--- src/rtl/camera_pkg.sv ---
// Shared definitions for the camera capture path: FSM encoding and default frame geometry.
package camera_pkg;

  typedef enum logic [1:0] {
    ST_IDLE       = 2'd0,
    ST_WAIT_START = 2'd1,
    ST_WRITE      = 2'd2,
    ST_COMMIT     = 2'd3
  } state_t;

  localparam int DEF_FRAME_W = 640;
  localparam int DEF_FRAME_H = 480;

endpackage

--- src/rtl/edge_detect.sv ---
// Rising-edge detector for a single-bit level, one cycle of history.
module edge_detect (
  input  logic p_clk,
  input  logic rst,
  input  logic d,
  output logic rise
);

  logic d_q;

  always_ff @(posedge p_clk or posedge rst) begin
    if (rst) d_q <= 1'b0;
    else     d_q <= d;
  end

  assign rise = d & ~d_q;

endmodule

--- src/rtl/camera_frame_writer.sv ---
// Writes camera pixels into one of NUM_BUF BRAM frame buffers and commits only complete frames.
module camera_frame_writer
  import camera_pkg::*;
#(
  parameter int FRAME_W = DEF_FRAME_W,
  parameter int FRAME_H = DEF_FRAME_H,
  parameter int NUM_BUF = 2,
  parameter int ADDR_W  = 20
) (
  input  logic              p_clk,
  input  logic              rst,
  input  logic              cmos_frame_done,
  input  logic              pixel_valid,
  input  logic              capture_en,
  output logic              bram_write_enable,
  output logic [ADDR_W-1:0] bram_address,
  output logic              wr_buf,
  output logic              rd_buf,
  output logic              frame_ready,
  output logic              frame_error,
  output logic [15:0]       frame_count
);

  localparam int NPIX  = FRAME_W * FRAME_H;
  localparam int IDX_W = $clog2(NPIX + 1);
  localparam logic [IDX_W-1:0]  IDX_FULL = IDX_W'(NPIX);
  localparam logic [ADDR_W-1:0] BUF_SIZE = ADDR_W'(NPIX);

  state_t           state, state_nxt;
  logic [IDX_W-1:0] index;
  logic             overflow;
  logic             done_rise;
  logic             idx_full;
  logic             frame_good;
  logic             pix_accept;
  logic             pix_drop;

  edge_detect u_done_edge (
    .p_clk (p_clk),
    .rst   (rst),
    .d     (cmos_frame_done),
    .rise  (done_rise)
  );

  assign idx_full   = (index == IDX_FULL);
  assign frame_good = idx_full & ~overflow;
  // A pixel arriving together with the frame-end edge belongs to no frame and is dropped.
  assign pix_accept = (state == ST_WRITE) & pixel_valid & ~done_rise & ~idx_full;
  assign pix_drop   = (state == ST_WRITE) & pixel_valid & ~done_rise &  idx_full;

  always_ff @(posedge p_clk or posedge rst) begin
    if (rst) state <= ST_IDLE;
    else     state <= state_nxt;
  end

  always_comb begin
    state_nxt = state;
    case (state)
      ST_IDLE:       if (cmos_frame_done && capture_en) state_nxt = ST_WAIT_START;
      ST_WAIT_START: if (!cmos_frame_done)              state_nxt = ST_WRITE;
      ST_WRITE:      if (done_rise)                     state_nxt = ST_COMMIT;
      ST_COMMIT:     state_nxt = capture_en ? ST_WAIT_START : ST_IDLE;
      default:       state_nxt = ST_IDLE;
    endcase
  end

  always_comb begin
    frame_ready = 1'b0;
    frame_error = 1'b0;
    if (state == ST_COMMIT) begin
      frame_ready =  frame_good;
      frame_error = ~frame_good;
    end
  end

  always_ff @(posedge p_clk or posedge rst) begin
    if (rst) begin
      index             <= '0;
      overflow          <= 1'b0;
      bram_write_enable <= 1'b0;
      bram_address      <= '0;
      wr_buf            <= 1'b0;
      rd_buf            <= 1'b0;
      frame_count       <= 16'd0;
    end else begin
      bram_write_enable <= pix_accept;
      if (state == ST_WAIT_START && !cmos_frame_done) begin
        index    <= '0;
        overflow <= 1'b0;
      end
      if (pix_accept) begin
        bram_address <= (wr_buf ? BUF_SIZE : '0) + ADDR_W'(index);
        index        <= index + 1'b1;
      end
      if (pix_drop) overflow <= 1'b1;
      // Single-buffer builds keep both buffer selects pinned at 0.
      if (frame_ready) begin
        rd_buf      <= wr_buf;
        wr_buf      <= (NUM_BUF == 2) ? ~wr_buf : 1'b0;
        frame_count <= frame_count + 16'd1;
      end
    end
  end

endmodule

--- config.mk ---
export PLATFORM = sky130hd
export DESIGN_NAME = camera_frame_writer
export DESIGN_NICKNAME = d
export VERILOG_FILES = /design/src/rtl/camera_pkg.sv /design/src/rtl/edge_detect.sv /design/src/rtl/camera_frame_writer.sv
export SDC_FILE = /design/constraint.sdc
export NUM_CORES = 1
export LEC_CHECK = 0
export CORE_AREA = 2 2 99 101
export CTS_CLUSTER_DIAMETER = 60
export DETAILED_ROUTE_END_ITERATION = 7
export DIE_AREA = 0 0 101 103
export SYNTH_ARGS = -nofsm -noshare
export SYNTH_HDL_FRONTEND = slang
export SYNTH_SLANG_ARGS = --single-unit
--- constraint.sdc ---
create_clock -name p_clk -period 2.57 [get_ports p_clk]
set_input_delay 0.3855 -clock p_clk [delete_from_list [all_inputs] [get_ports p_clk]]
set_output_delay 0.3855 -clock p_clk [all_outputs]
set_load 0.05 [all_outputs]
; Yosys cells after proc, flatten, opt, wreduce, memory -nomap -nowiden
; Index checks and enable logic that the tools add are counted.
; W data, S select, Z words.
[totals]
wordCells = 50
inputBits = 5
register_bits = 62
[classes]
muxes = 12
eq_ne = 7
n_addsub = 3
n_reduce_logical = 7
n_bitwise = 12
[op_table]
columns = op, n
row1 = $mux W19, 3
row2 = $add A19 B19 Y20, 1
row3 = $add A19 B1 Y19 const B, 1
row4 = $eq A19 B19 Y1 const B, 1
row5 = $add A16 B1 Y16 const B, 1
row6 = $pmux W2 S4, 1
row7 = $and A1 B1 Y1, 6
row8 = $mux W2, 3
row9 = $ne A2 B2 Y1 const B, 3
row10 = $not A1 Y1, 6
row11 = $mux W1, 5
row12 = $eq A2 B2 Y1 const B, 2
row13 = $reduce_bool A2 Y1, 2
row14 = $reduce_and A3 Y1, 1
row15 = $eq A2 B1 Y1 const B, 1
row16 = $logic_and A1 B1 Y1, 2
row17 = $logic_not A2 Y1, 1
row18 = $logic_not A1 Y1, 1

; Logic depth before layout (Yosys ltp)
[depth]
depth_word = 6
depth_mapped = 10
depth_no_buf = 8

; Cells and area by module
; Synthesis repeated with hierarchy kept, for this count alone.
[hier_totals]
hier_cells = 337
hier_area_um2 = 3225.6
[modules_own_cells]
columns = mod, seq_area_each_um2, n_inst, area_per_inst_um2, cells_per_inst
row1 = camera_frame_writer, 1526.5, 1, 3183.1, 334
row2 = edge_detect, 25.0, 1, 42.5, 3

; Worst setup path before layout
; No wires, ideal clock.
[synth_timing]
kind = flip-flop to output port
startpoint = register index[10]
endpoint = output frame_ready
path_stages_with_launch = 5
n_path_buf = 1
arrival_ps = 2403
required_time_ps = 2184
path_slack_ps = -218
path_cell_list = dfrtp_1 -> clkbuf_1 -> or4_1 -> or3_1 -> nor3_1
[synth_via]
elab_chain_cells = 3
[synth_rtl]
columns = item, line
row1 = from (decl), camera_frame_writer.sv:30  ; logic [IDX_W-1:0] index;
row2 = from (signal assigned), camera_frame_writer.sv:93  ; index <= index + 1'b1;
row3 = $eq A19 B19 Y1, camera_frame_writer.sv:45  ; assign idx_full = (index == IDX_FULL);
row4 = $and A1 B1 Y1, camera_frame_writer.sv:46  ; assign frame_good = idx_full & ~overflow;
row5 = $mux W1, camera_frame_writer.sv:70  ; if (state == ST_COMMIT) begin
row6 = to (decl), camera_frame_writer.sv:19  ; output logic frame_ready,
; No other way between the ends.

; Final worst setup path
[layout_timing]
startpoint = register index[4]
endpoint = output frame_error
[layout_via]
elab_chain_cells = 4
[layout_rtl]
columns = item, line
row1 = $eq A19 B19 Y1, camera_frame_writer.sv:45
row2 = $and A1 B1 Y1, camera_frame_writer.sv:46
row3 = $not A1 Y1, camera_frame_writer.sv:72  ; frame_error = ~frame_good;
row4 = $mux W1, camera_frame_writer.sv:70
row5 = to (decl), camera_frame_writer.sv:20  ; output logic frame_error,
; No other way between the ends.

==> parameters.txt <==
Parameter                              Value

Global routing
  Initial antenna violation count    0
  First-pass GRT wire length    11600 µm
  Layer with the highest usage after global routing    met2
  Global routing met1 resource utilization    18.1%
  Vias in the first global route    2483
  Total congestion overflow    0
  Met2 Usage GRT    23.3%
  Pin count of the biggest net entering global routing    63
  M3 GR Usage    2.71%
  Gr usage total    14.3%

Timing
  Final-report max-slew violation count    0
  Normalized max-slew margin    59.2%
  Final worst path period need    2.59 ns
  Maximum clock skew at final layout    0.00960 ns
  Max frequency    slightly below 400 MHz
  Unrepaired setup endpoints after global routing    yes
  Final cycle utilization of the critical path    101%
  Hold Fails Final Rpt    0
  Least setup slack across all paths after layout    -0.0248 ns
  Total of endpoints with negative setup slack in the final report    1
  Worst-margin pin slew    0.606 ns

Drt
  Routed via count    about 2500
  Starting DRC count in detailed routing    163
  Residual DRC count    0
  Router iterations before antenna repair    4
  Per-cell routed wire length    14.0 µm
  Vias per inst    5.06
  Number of nets still failing antenna checks after routing    0
  Final wirelength    6920 µm

Final layout
  Count of nets after finishing    395
  Final design instance area without fill    0.00401 mm²
  Total of fill cells in the finished design    roughly 940
  Multi-input gate area in the final layout    0.00149 mm²
  Share of post-route cells with drive strength above 1    13.1%
  P&R area growth vs syn    26.9%
  Antenna Cells    0
  Register cell area after layout    0.00155 mm²

Pwr
  P per Cell Area    646 mW/mm²
  Leakage component of the power    0.00176 µW
  Power Total    2590 µW
  Worst VDD drop    around 0.00024 V

Die
  Core box area    0.00946 mm²
  Vert. Die Dim    just over 100 µm
  Initial core utilization    33.4%
  Number of rows created at floorplan    36
  Die Footprint    0.0104 mm²
  Die span in x    101 µm
  Number of primary I/O pins    46

Logic synthesis
  Distinct cell type count after synthesis    45
  Yosys reg bits    62
  Portion of synthesized cell area occupied by the leading cell type    around half
  Synthesized netlist net count    344
  Number of flops mapped to enable cells by yosys    0
  Dominant cells by area after synthesis    dfrtp_1 49%, nand2_1 8.7%, ha_1 4.8%
  Cell accounting for the most synthesized area    dfrtp_1
  Cell Area, Synth    ~0.0032 mm²
  Mean area per synthesized cell    9.69 µm²
  Async set-reset flop share out of synthesis    100%
  Cell count after synthesis    326
  Share of synthesized area occupied by flip-flops and latches    49.1%
  Prevailing post-synth register cell    dfrtp_1
  Synthesis Warnings    0

Clock tree
  Deepest level of the CTS H-tree    3
  Hold buffer count at cts    0
  Cell at the root of the clock tree    clkbuf_8
  Clock net sink count    62
  Clock network latency to the later pin of the worst-skew pair    0.34 ns
  CTS tree    built
  Longest Clk Path Bufs    2
  Clock-pin transition on the worst setup and hold timing paths    0.07 ns
  Number of buffers added by the clock tree synthesis step    9

Placed design
  # port buffers    45
  Half-perimeter wire length after detailed placement    4790 µm
  Placer's final routability congestion estimate    0.872
  Area of placed instances    roughly 0.0038 mm²

Flow run
  Maximum capacitance violations    0

Setup path
  Slowest cell on the critical path    or4_4
  WP data arrival    roughly 2.2 ns
  Kind of launch point of the worst setup path    flop
  Cell family with the largest share of critical-path delay    simple AND/OR/NAND/NOR gates
  Kind of critical path    flop to output port
  Crit path buffers/inverters    1
  Largest stage delay on the critical path    0.53 ns
  Crit-path max FO    2
  Kind of end point of the critical path    output port
  Critical path data required time    2.18 ns
  Worst-path cell chain    or4_4 > or3_4 > or2_4 > o21a_1 > buf_6

Outcome
  Status    complete, but fails checks
  Failing checks    negative setup slack

Min path
  Worst min-delay path category    primary input to async pin
kinds of logic after synthesis:
family | synth area share [%]
adder cells (fa/ha/maj) | 5.39
flip-flops | 49.1
XOR/XNOR | 6.38
AO/OA/AOI/OAI | 11.0
AND/OR/NAND/NOR | 22.1
multiplexers | 1.54
buffers and inverters | 4.51
cell usage after synthesis, types with 2 or more instances:
cell,count
a21o_1,2
a21oi_1,7
a31oi_1,13
a41oi_1,3
and3_1,4
and4_1,2
buf_2,3
buf_6,4
clkbuf_1,9
dfrtp_1,62
ha_1,12
inv_1,10
mux2_2,3
nand2_1,73
nand2b_1,4
nand3_1,23
nand4_1,8
nand4b_1,2
nor2_1,7
nor3_1,6
nor4_1,4
o211ai_1,2
o21ai_0,15
o21bai_1,2
or2_2,2
or3_1,3
or4_1,2
xnor2_1,15
xor2_1,8
layer usage:
layer / routed length (µm) / vias up
li1: - / 1230
met3: 216 / 21
met5: 0 / -
met1: 3180 / 1206
met2: 3330 / 46
met4: 204 / 0
registers in the layout (all words and copies together), names as in the netlist:
name and count:
wr_buf 1, u_done_edge.d_q 1, frame_count 16, bram_write_enable 1
bram_address 20, index 19, overflow 1, state 2
rd_buf 1
worst paths after layout:
check | slack, ns | to | start | cells past startpoint
setup reg to reg | 0.17 | frame_count[13] | index[5] | 6
max in group asynchronous | 1.86 | index[10] | rst | 3
setup / recovery | -0.02 | frame_error | index[4] | 5
hold reg to reg | 0.47 | frame_count[15] | frame_count[15] | 1
hold / removal | 0.43 | bram_address[5] | rst | 3
min in group p_clk | 0.47 | frame_count[15] | frame_count[15] | 1
area by class of cell:
| class | count | area share [%] |
|---|---|---|
| sequential | 62 | 38.7 |
| multi-input combinational | 236 | 37.2 |
| timing repair buffer | 57 | 14.7 |
| tap | 114 | 3.56 |
| clock buffer | 11 | 3.53 |
| clock inverter | 4 | 1.19 |
| inverter | 11 | 1.03 |
power breakdown:
part | internal [µW] | leakage (µW) | switching (µW)
sequential | 1030 | 0.000854 | 40.9
combinational | 232 | 0.000814 | 445
clock | 466 | 0.0000952 | 374
total | 1730 | 0.00176 | 860
cells in the final DEF, fill, tap and decap left out, types with 3 or more instances in the layout:
master | netlist | final
and3_1 | 4 | 4
mux2_2 | 3 | 3
a21oi_1 | 7 | 7
ha_1 | 12 | 12
nor4_1 | 4 | 4
inv_2 | 1 | 3
nor3_1 | 6 | 5
dfrtp_1 | 62 | 61
nand2b_1 | 4 | 4
a31oi_1 | 13 | 13
buf_12 | 0 | 4
a41oi_1 | 3 | 3
nand3_1 | 23 | 23
o21ai_0 | 15 | 15
nand2_1 | 73 | 71
nand4_1 | 8 | 8
inv_1 | 10 | 8
clkdlybuf4s50_1 | 0 | 43
xnor2_1 | 15 | 15
nor2_1 | 7 | 7
buf_4 | 1 | 9
clkbuf_8 | 0 | 10
xor2_1 | 8 | 8
worst min-delay path, cell delays in order:
cell and delay (ns):
clkdlybuf4s50_1 0.41, inv_2 0.07, buf_12 0.29
what timing repair did:
item	4_1_cts	5_1_grt
setup buffers	3	0
resized for setup	3	6
pin swaps	3	3
setup endpoints to repair	1	13
stage by stage:
step | util [%] | setup slack [ns] | TNS [ns] | hold slack [ns] | std cells
2_1_floorplan | - | 0.157 | 0 | 0.417 | 326
3_3_place_gp | 39.8 | 0.205 | 0 | 0.466 | 477
3_5_place_dp | 39.8 | 0.175 | 0 | 0.471 | 477
4_1_cts | 42.2 | -0.0804 | -0.159 | 0.444 | 495
5_1_grt | 42.4 | -0.0899 | -0.0899 | 0.475 | 495
6_report | 42.4 | -0.0248 | -0.0248 | 0.430 | 495
Power figures use the tool's default switching activity.
